<file path="config.mk">
export PLATFORM = sky130hd
export DESIGN_NAME = skinny_sbox8_ti3_reshare_pipelined
export DESIGN_NICKNAME = d
export VERILOG_FILES = /design/src/rtl/skinny_sbox8_ti3_reshare_pipelined.sv
export SDC_FILE = /design/constraint.sdc
export NUM_CORES = 1
export LEC_CHECK = 0
export CORE_MARGIN = 2
export CORE_UTILIZATION = 60
export CTS_BUF_LIST = sky130_fd_sc_hd__clkbuf_8
export CTS_CLUSTER_DIAMETER = 200
export DETAILED_ROUTE_END_ITERATION = 12
export GPL_ROUTABILITY_DRIVEN = 1
export PLACE_DENSITY = 0.88
export SYNTH_ARGS = -nofsm -noshare
export SYNTH_HDL_FRONTEND = slang
export SYNTH_SLANG_ARGS = --single-unit
</file>
<file path="constraint.sdc">
create_clock -name clk -period 2.75 [get_ports clk]
set_clock_uncertainty 0.1 [all_clocks]
set_input_delay 0.55 -clock clk [delete_from_list [all_inputs] [get_ports clk]]
set_output_delay 0.55 -clock clk [all_outputs]
set_load 0.005 [all_outputs]
</file>
<file path="src/rtl/skinny_sbox8_ti3_reshare_pipelined.sv">
// NSBOX parallel 3-share threshold SKINNY-128 8-bit S-boxes, 4 register stages,
// fresh randomness folded into every nonlinear gadget so shares are re-masked each stage.
module skinny_sbox8_ti3_reshare_pipelined #(
  parameter int NSBOX = 1
) (
  input  logic                 clk,
  input  logic                 rst,
  input  logic                 en,
  input  logic                 in_valid,
  input  logic [8*NSBOX-1:0]   si0,
  input  logic [8*NSBOX-1:0]   si1,
  input  logic [8*NSBOX-1:0]   si2,
  input  logic [24*NSBOX-1:0]  r,
  output logic                 out_valid,
  output logic [8*NSBOX-1:0]   bo0,
  output logic [8*NSBOX-1:0]   bo1,
  output logic [8*NSBOX-1:0]   bo2
);

  // Each field holds the three shares {s2,s1,s0} of one bit.
  typedef struct packed {
    logic [2:0] a0, a1, a2, b5, b3, b1, b7, b2;
  } s1_t;

  typedef struct packed {
    logic [2:0] a0, a1, a2, a3, a4, b7, b3, b2;
  } s2_t;

  typedef struct packed {
    logic [2:0] a0, a1, a2, a3, a4, a5, a6, b2;
  } s3_t;

  // Shared NOR-XOR gadget; XOR of result shares = ~(a|b) ^ z, independent of rr.
  function automatic logic [2:0] g_fn(input logic [2:0] a, input logic [2:0] b,
                                      input logic [2:0] z, input logic [2:0] rr);
    logic [2:0] x;
    logic [2:0] y;
    logic [2:0] f;
    x = {a[2], a[1], ~a[0]};
    y = {b[2], b[1], ~b[0]};
    f[0] = (x[1] & y[1]) ^ (x[1] & y[2]) ^ (x[2] & y[1]) ^ z[0] ^ rr[0] ^ rr[1];
    f[1] = (x[2] & y[2]) ^ (x[0] & y[2]) ^ (x[2] & y[0]) ^ z[1] ^ rr[1] ^ rr[2];
    f[2] = (x[0] & y[0]) ^ (x[0] & y[1]) ^ (x[1] & y[0]) ^ z[2] ^ rr[2] ^ rr[0];
    return f;
  endfunction

  function automatic logic [2:0] sh_fn(input logic [7:0] s0, input logic [7:0] s1,
                                       input logic [7:0] s2, input logic [2:0] i);
    return {s2[i], s1[i], s0[i]};
  endfunction

  logic [3:0] vld_d;
  logic [3:0] vld_q;

  always_comb begin
    vld_d = vld_q;
    if (en) begin
      vld_d = {vld_q[2:0], in_valid};
    end else begin
      vld_d = vld_q;
    end
  end

  always_ff @(posedge clk) begin
    if (rst) begin
      vld_q <= 4'd0;
    end else begin
      vld_q <= vld_d;
    end
  end

  assign out_valid = vld_q[3];

  for (genvar k = 0; k < NSBOX; k++) begin : g_lane
    logic [7:0]       x0, x1, x2;
    logic [23:0]      rk;
    logic [2:0]       a7_s;
    s1_t              s1_d, s1_q;
    s2_t              s2_d, s2_q;
    s3_t              s3_d, s3_q;
    logic [2:0][7:0]  o_d, o_q;

    assign x0 = si0[8*k +: 8];
    assign x1 = si1[8*k +: 8];
    assign x2 = si2[8*k +: 8];
    assign rk = r[24*k +: 24];

    // Operands a later stage needs are carried alongside so every stage sees one token.
    always_comb begin
      s1_d = s1_q;
      s2_d = s2_q;
      s3_d = s3_q;
      o_d  = o_q;
      a7_s = g_fn(s3_q.a4, s3_q.a5, s3_q.b2, rk[23:21]);
      if (en) begin
        s1_d.a0 = g_fn(sh_fn(x0, x1, x2, 3'd7), sh_fn(x0, x1, x2, 3'd6),
                       sh_fn(x0, x1, x2, 3'd4), rk[2:0]);
        s1_d.a1 = g_fn(sh_fn(x0, x1, x2, 3'd3), sh_fn(x0, x1, x2, 3'd2),
                       sh_fn(x0, x1, x2, 3'd0), rk[5:3]);
        s1_d.a2 = g_fn(sh_fn(x0, x1, x2, 3'd2), sh_fn(x0, x1, x2, 3'd1),
                       sh_fn(x0, x1, x2, 3'd6), rk[8:6]);
        s1_d.b5 = sh_fn(x0, x1, x2, 3'd5);
        s1_d.b3 = sh_fn(x0, x1, x2, 3'd3);
        s1_d.b1 = sh_fn(x0, x1, x2, 3'd1);
        s1_d.b7 = sh_fn(x0, x1, x2, 3'd7);
        s1_d.b2 = sh_fn(x0, x1, x2, 3'd2);

        s2_d.a3 = g_fn(s1_q.a0, s1_q.a1, s1_q.b5, rk[11:9]);
        s2_d.a4 = g_fn(s1_q.a1, s1_q.b3, s1_q.b1, rk[14:12]);
        s2_d.a0 = s1_q.a0;
        s2_d.a1 = s1_q.a1;
        s2_d.a2 = s1_q.a2;
        s2_d.b7 = s1_q.b7;
        s2_d.b3 = s1_q.b3;
        s2_d.b2 = s1_q.b2;

        s3_d.a5 = g_fn(s2_q.a2, s2_q.a3, s2_q.b7, rk[17:15]);
        s3_d.a6 = g_fn(s2_q.a3, s2_q.a0, s2_q.b3, rk[20:18]);
        s3_d.a0 = s2_q.a0;
        s3_d.a1 = s2_q.a1;
        s3_d.a2 = s2_q.a2;
        s3_d.a3 = s2_q.a3;
        s3_d.a4 = s2_q.a4;
        s3_d.b2 = s2_q.b2;

        for (int j = 0; j < 3; j++) begin
          o_d[j] = {s3_q.a3[j], s3_q.a0[j], s3_q.a1[j], s3_q.a6[j],
                    s3_q.a4[j], s3_q.a2[j], s3_q.a5[j], a7_s[j]};
        end
      end else begin
        s1_d = s1_q;
        s2_d = s2_q;
        s3_d = s3_q;
        o_d  = o_q;
      end
    end

    always_ff @(posedge clk) begin
      if (rst) begin
        s1_q <= '0;
        s2_q <= '0;
        s3_q <= '0;
        o_q  <= '0;
      end else begin
        s1_q <= s1_d;
        s2_q <= s2_d;
        s3_q <= s3_d;
        o_q  <= o_d;
      end
    end

    assign bo0[8*k +: 8] = o_q[0];
    assign bo1[8*k +: 8] = o_q[1];
    assign bo2[8*k +: 8] = o_q[2];
  end

endmodule

</file>
==> summary.txt <==
Setup path
  – Slowest-stage cell, CP: clkdlybuf4s50_1
  – Slowest stage delay, CP: 0.71 ns
  – Crit Path Class: in -> reg
  – Worst Setup End Kind: flip-flop
  – Cell chain of the critical path: clkdlybuf4s50_1, mux2_2, a221oi_2, xnor2_1, o22ai_1
  – Startpoint types: input pin
  – Critical path's top delay family: buffers and inverters
  – Crit path DAT: 2.13 ns
  – Crit path from: si1[2]
  – Worst reg-to-reg path cell count: 4
  – CP required: 2.89 ns
  – Worst-path maximum fanout: 11
  – CP Capture Point: g_lane[0].s1_q[15]
  – Number of cells on the critical path: 5
  – Reg2reg setup slack: 0.99 ns
  – Critical R2R Launch: g_lane[0].s1_q[19]
  – Reg2reg end: g_lane[0].s2_q[12]
  – Bufs and invs on worst path: 1

Global route
  – Largest net degree at the start of global routing: 102
  – Vias in the first global route: 3830
  – GRT Residual Overflow: 0
  – Global Route Usage Sum: 0.242
  – First-pass GRT wire length: 17700 um
  – Initial antenna violation count: 0

Yosys
  – Syn_area_per_cell: 9.60 um2
  – Yosys top cell area share: 0.389
  – Netlist cell types: 37
  – Top FF cell, synth: dfxtp_1
  – Ys async rst share: 0
  – Syn Std Cell Area: 0.00514 mm2
  – Post-synth EDFFs: 0
  – Seq/Total Area, Yosys: 0.389
  – Mapped Nets: 588
  – Ranking of synthesized cells by area: dfxtp_1 39%, mux2i_1 15%, nor2_1 6.4%
  – #FFs+latches synth: 100
  – Area leader, netlist: dfxtp_1
  – Post-Synthesis Cells: 536
  – Yosys Warn Count: 0

Detailed routing
  – DR vias/cell: 5.82
  – Pre-Repair DR Iteration Count: 4
  – Vias: 4076
  – 1st-iter DRT viols: 192
  – DRT Wirelength: 10800 um
  – Routed len/inst: 15.5 um
  – Drt drc: 0
  – Detail Route Antenna Nets: 0

CTS
  – CTS tree: yes
  – # hold bufs at CTS: 0
  – Reg clk slew, reported paths: 0.10 ns
  – Post-CTS resize count: 0
  – H-tree depth: 3
  – Post-CTS Setup Bufs: 0
  – Skew-Pair Late Insertion Delay: 0.36 ns
  – Clock tree buffer depth: 2
  – CTS sink count: 100
  – Total CTS buffers: 9
  – CTS Root Cell: clkbuf_8

Timing
  – Fmax: 0.503 GHz
  – Hold Slack: 0.391 ns
  – Tcrit/Tclk final: 0.723
  – Worst slew margin: 0.597
  – Setup violators final: 0
  – Final setup TNS: 0 ns
  – Slew Viols, Final: 0
  – Final Hold Fails: 0
  – Post-layout minimum cycle time: 1.99 ns
  – RSZ-0062 raised after global routing: false
  – Worst slew pin tran: 0.605 ns

Die
  – Chip height: 96.6 um
  – Die Width: 96.6 um
  – Area of the die: 0.00933 mm2
  – Num rows: 33
  – Ports: 77
  – Initial Util: 0.623
  – Placeable Area: 0.00826 mm2

Cells and area
  – Antenna Cells: 0
  – Nets@finish: 643
  – Area Growth Syn to Fin: 18.8%
  – Finished Layout Cells: 700
  – Proportion of layout cells with a drive suffix above 1: 0.0706

Pwr
  – PD cells: 528 mW/mm2
  – Peak supply drop: 0.000303 V
  – Leakage: 2.47 nW

Run status
  – Status: complete, no violations

Placed design
  – Dpl cells: 685
  – Port bufs: 76
  – HPWL after DPL: 7320 um
  – Final GP Congestion: 0.837

Run
  – Max-Cap Viols: 0

Hold path
  – Worst hold stages: 2
  – Min-delay worst type: reg -> reg
-- per-layer routing --
| layer | part of all wire | track usage | vias to the layer above |
|---|---|---|---|
| met3 | 0.039 | 0.0318 | 15 |
| met2 | 0.49 | 0.400 | 103 |
| li1 | - | - | 2006 |
| met4 | 0.011 | 0.0751 | 0 |
| met1 | 0.46 | 0.331 | 1952 |
| met5 | 0 | 0 | - |
-- metrics by stage --
stage                     area (um2)  power, mW   util  setup slack (ns)
after floorplan                 5140       2.08      -              1.10
after global placement          5910       2.27  0.716             0.420
after detailed placement        5910       2.30  0.716             0.370
after CTS                       6110       3.23  0.740             0.762
after global routing            6110       3.37  0.740             0.681
final                           6110       3.23  0.740             0.761
-- flip-flops by register name (all words and copies together), names as in the netlist --
register and flops:
g_lane.s1_q 24, g_lane.s2_q 24, g_lane.s3_q 24, bo0 8, bo1 8, bo2 8, vld_q 4
-- worst min path at each step --
stage | slack [ns] | endpoint | startpoint
2_1_floorplan | 0.36 | g_lane[0].s3_q[3] | g_lane[0].s3_q[3]
6_report | 0.39 | g_lane[0].s3_q[3] | g_lane[0].s3_q[3]
3_5_place_dp | 0.38 | g_lane[0].s3_q[3] | g_lane[0].s3_q[3]
3_3_place_gp | 0.37 | bo0[0] | bo0[0]
5_1_grt | 0.41 | g_lane[0].s3_q[3] | g_lane[0].s3_q[3]
4_1_cts | 0.39 | g_lane[0].s3_q[3] | g_lane[0].s3_q[3]
-- cells by family after synthesis --
group                  count (synthesis)  synth area share
AO/OA/AOI/OAI                         72             0.112
XOR/XNOR                              49             0.102
buffers and inverters                 44            0.0387
flip-flops                           100             0.389
multiplexers                          84             0.166
AND/OR/NAND/NOR                      187             0.192
-- power breakdown --
part	switching [mW]	internal, mW	total, mW
logic	0.278	0.342	0.619
clock network	0.508	0.446	0.954
registers	0.117	1.53	1.65
-- area by class of cell --
class / count / area [um2]
clock buffer: 10 / 138
clock inverter: 5 / 60.1
fill: 606 / 2150
inverter: 9 / 33.8
multi-input combinational: 392 / 2940
sequential: 100 / 2000
tap: 105 / 131
timing repair buffer: 79 / 801
-- cells in the final DEF (no fill, tap or decap), types with 8 or more instances in the layout --
cell type	netlist	routed
nand2b_1	32	32
nor2_1	88	88
mux2i_1	76	76
clkbuf_8	0	10
xor2_1	17	17
o21ai_0	8	8
inv_1	9	9
nor2b_1	20	20
a221oi_2	8	8
and3_1	9	9
a21oi_1	12	12
xnor2_1	25	25
clkdlybuf4s50_1	0	74
o221ai_1	8	8
dfxtp_1	100	100
nand2_1	10	10
-- cell usage after synthesis (2+ instances only) --
| library cell | n |
|---|---|
| and4_1 | 7 |
| o22ai_2 | 2 |
| a31oi_1 | 7 |
| o32ai_1 | 7 |
| a211oi_1 | 3 |
| mux2i_1 | 76 |
| nand2b_1 | 32 |
| nor4bb_1 | 5 |
| and4bb_2 | 3 |
| a221oi_2 | 8 |
| buf_6 | 2 |
| xnor3_1 | 7 |
| nand2_1 | 10 |
| a21boi_0 | 4 |
| a21oi_1 | 12 |
| xor2_1 | 17 |
| o21ai_0 | 8 |
| mux2_2 | 7 |
| clkbuf_1 | 18 |
| and3_1 | 9 |
| a221oi_1 | 4 |
| nor2_1 | 88 |
| o22ai_1 | 6 |
| nor2b_1 | 20 |
| o211ai_1 | 2 |
| buf_2 | 15 |
| o221ai_1 | 8 |
| nor4_1 | 7 |
| xnor2_1 | 25 |
| inv_1 | 9 |
| nor3b_1 | 3 |
| dfxtp_1 | 100 |
-- worst reg2reg max path: stages (launching register included) --
cell and delay (ns):
dfxtp_1 0.61, mux2_2 0.40, a221oi_2 0.24, xnor2_1 0.17, o22ai_1 0.11
No activity file was read; power rests on OpenSTA's default activity.
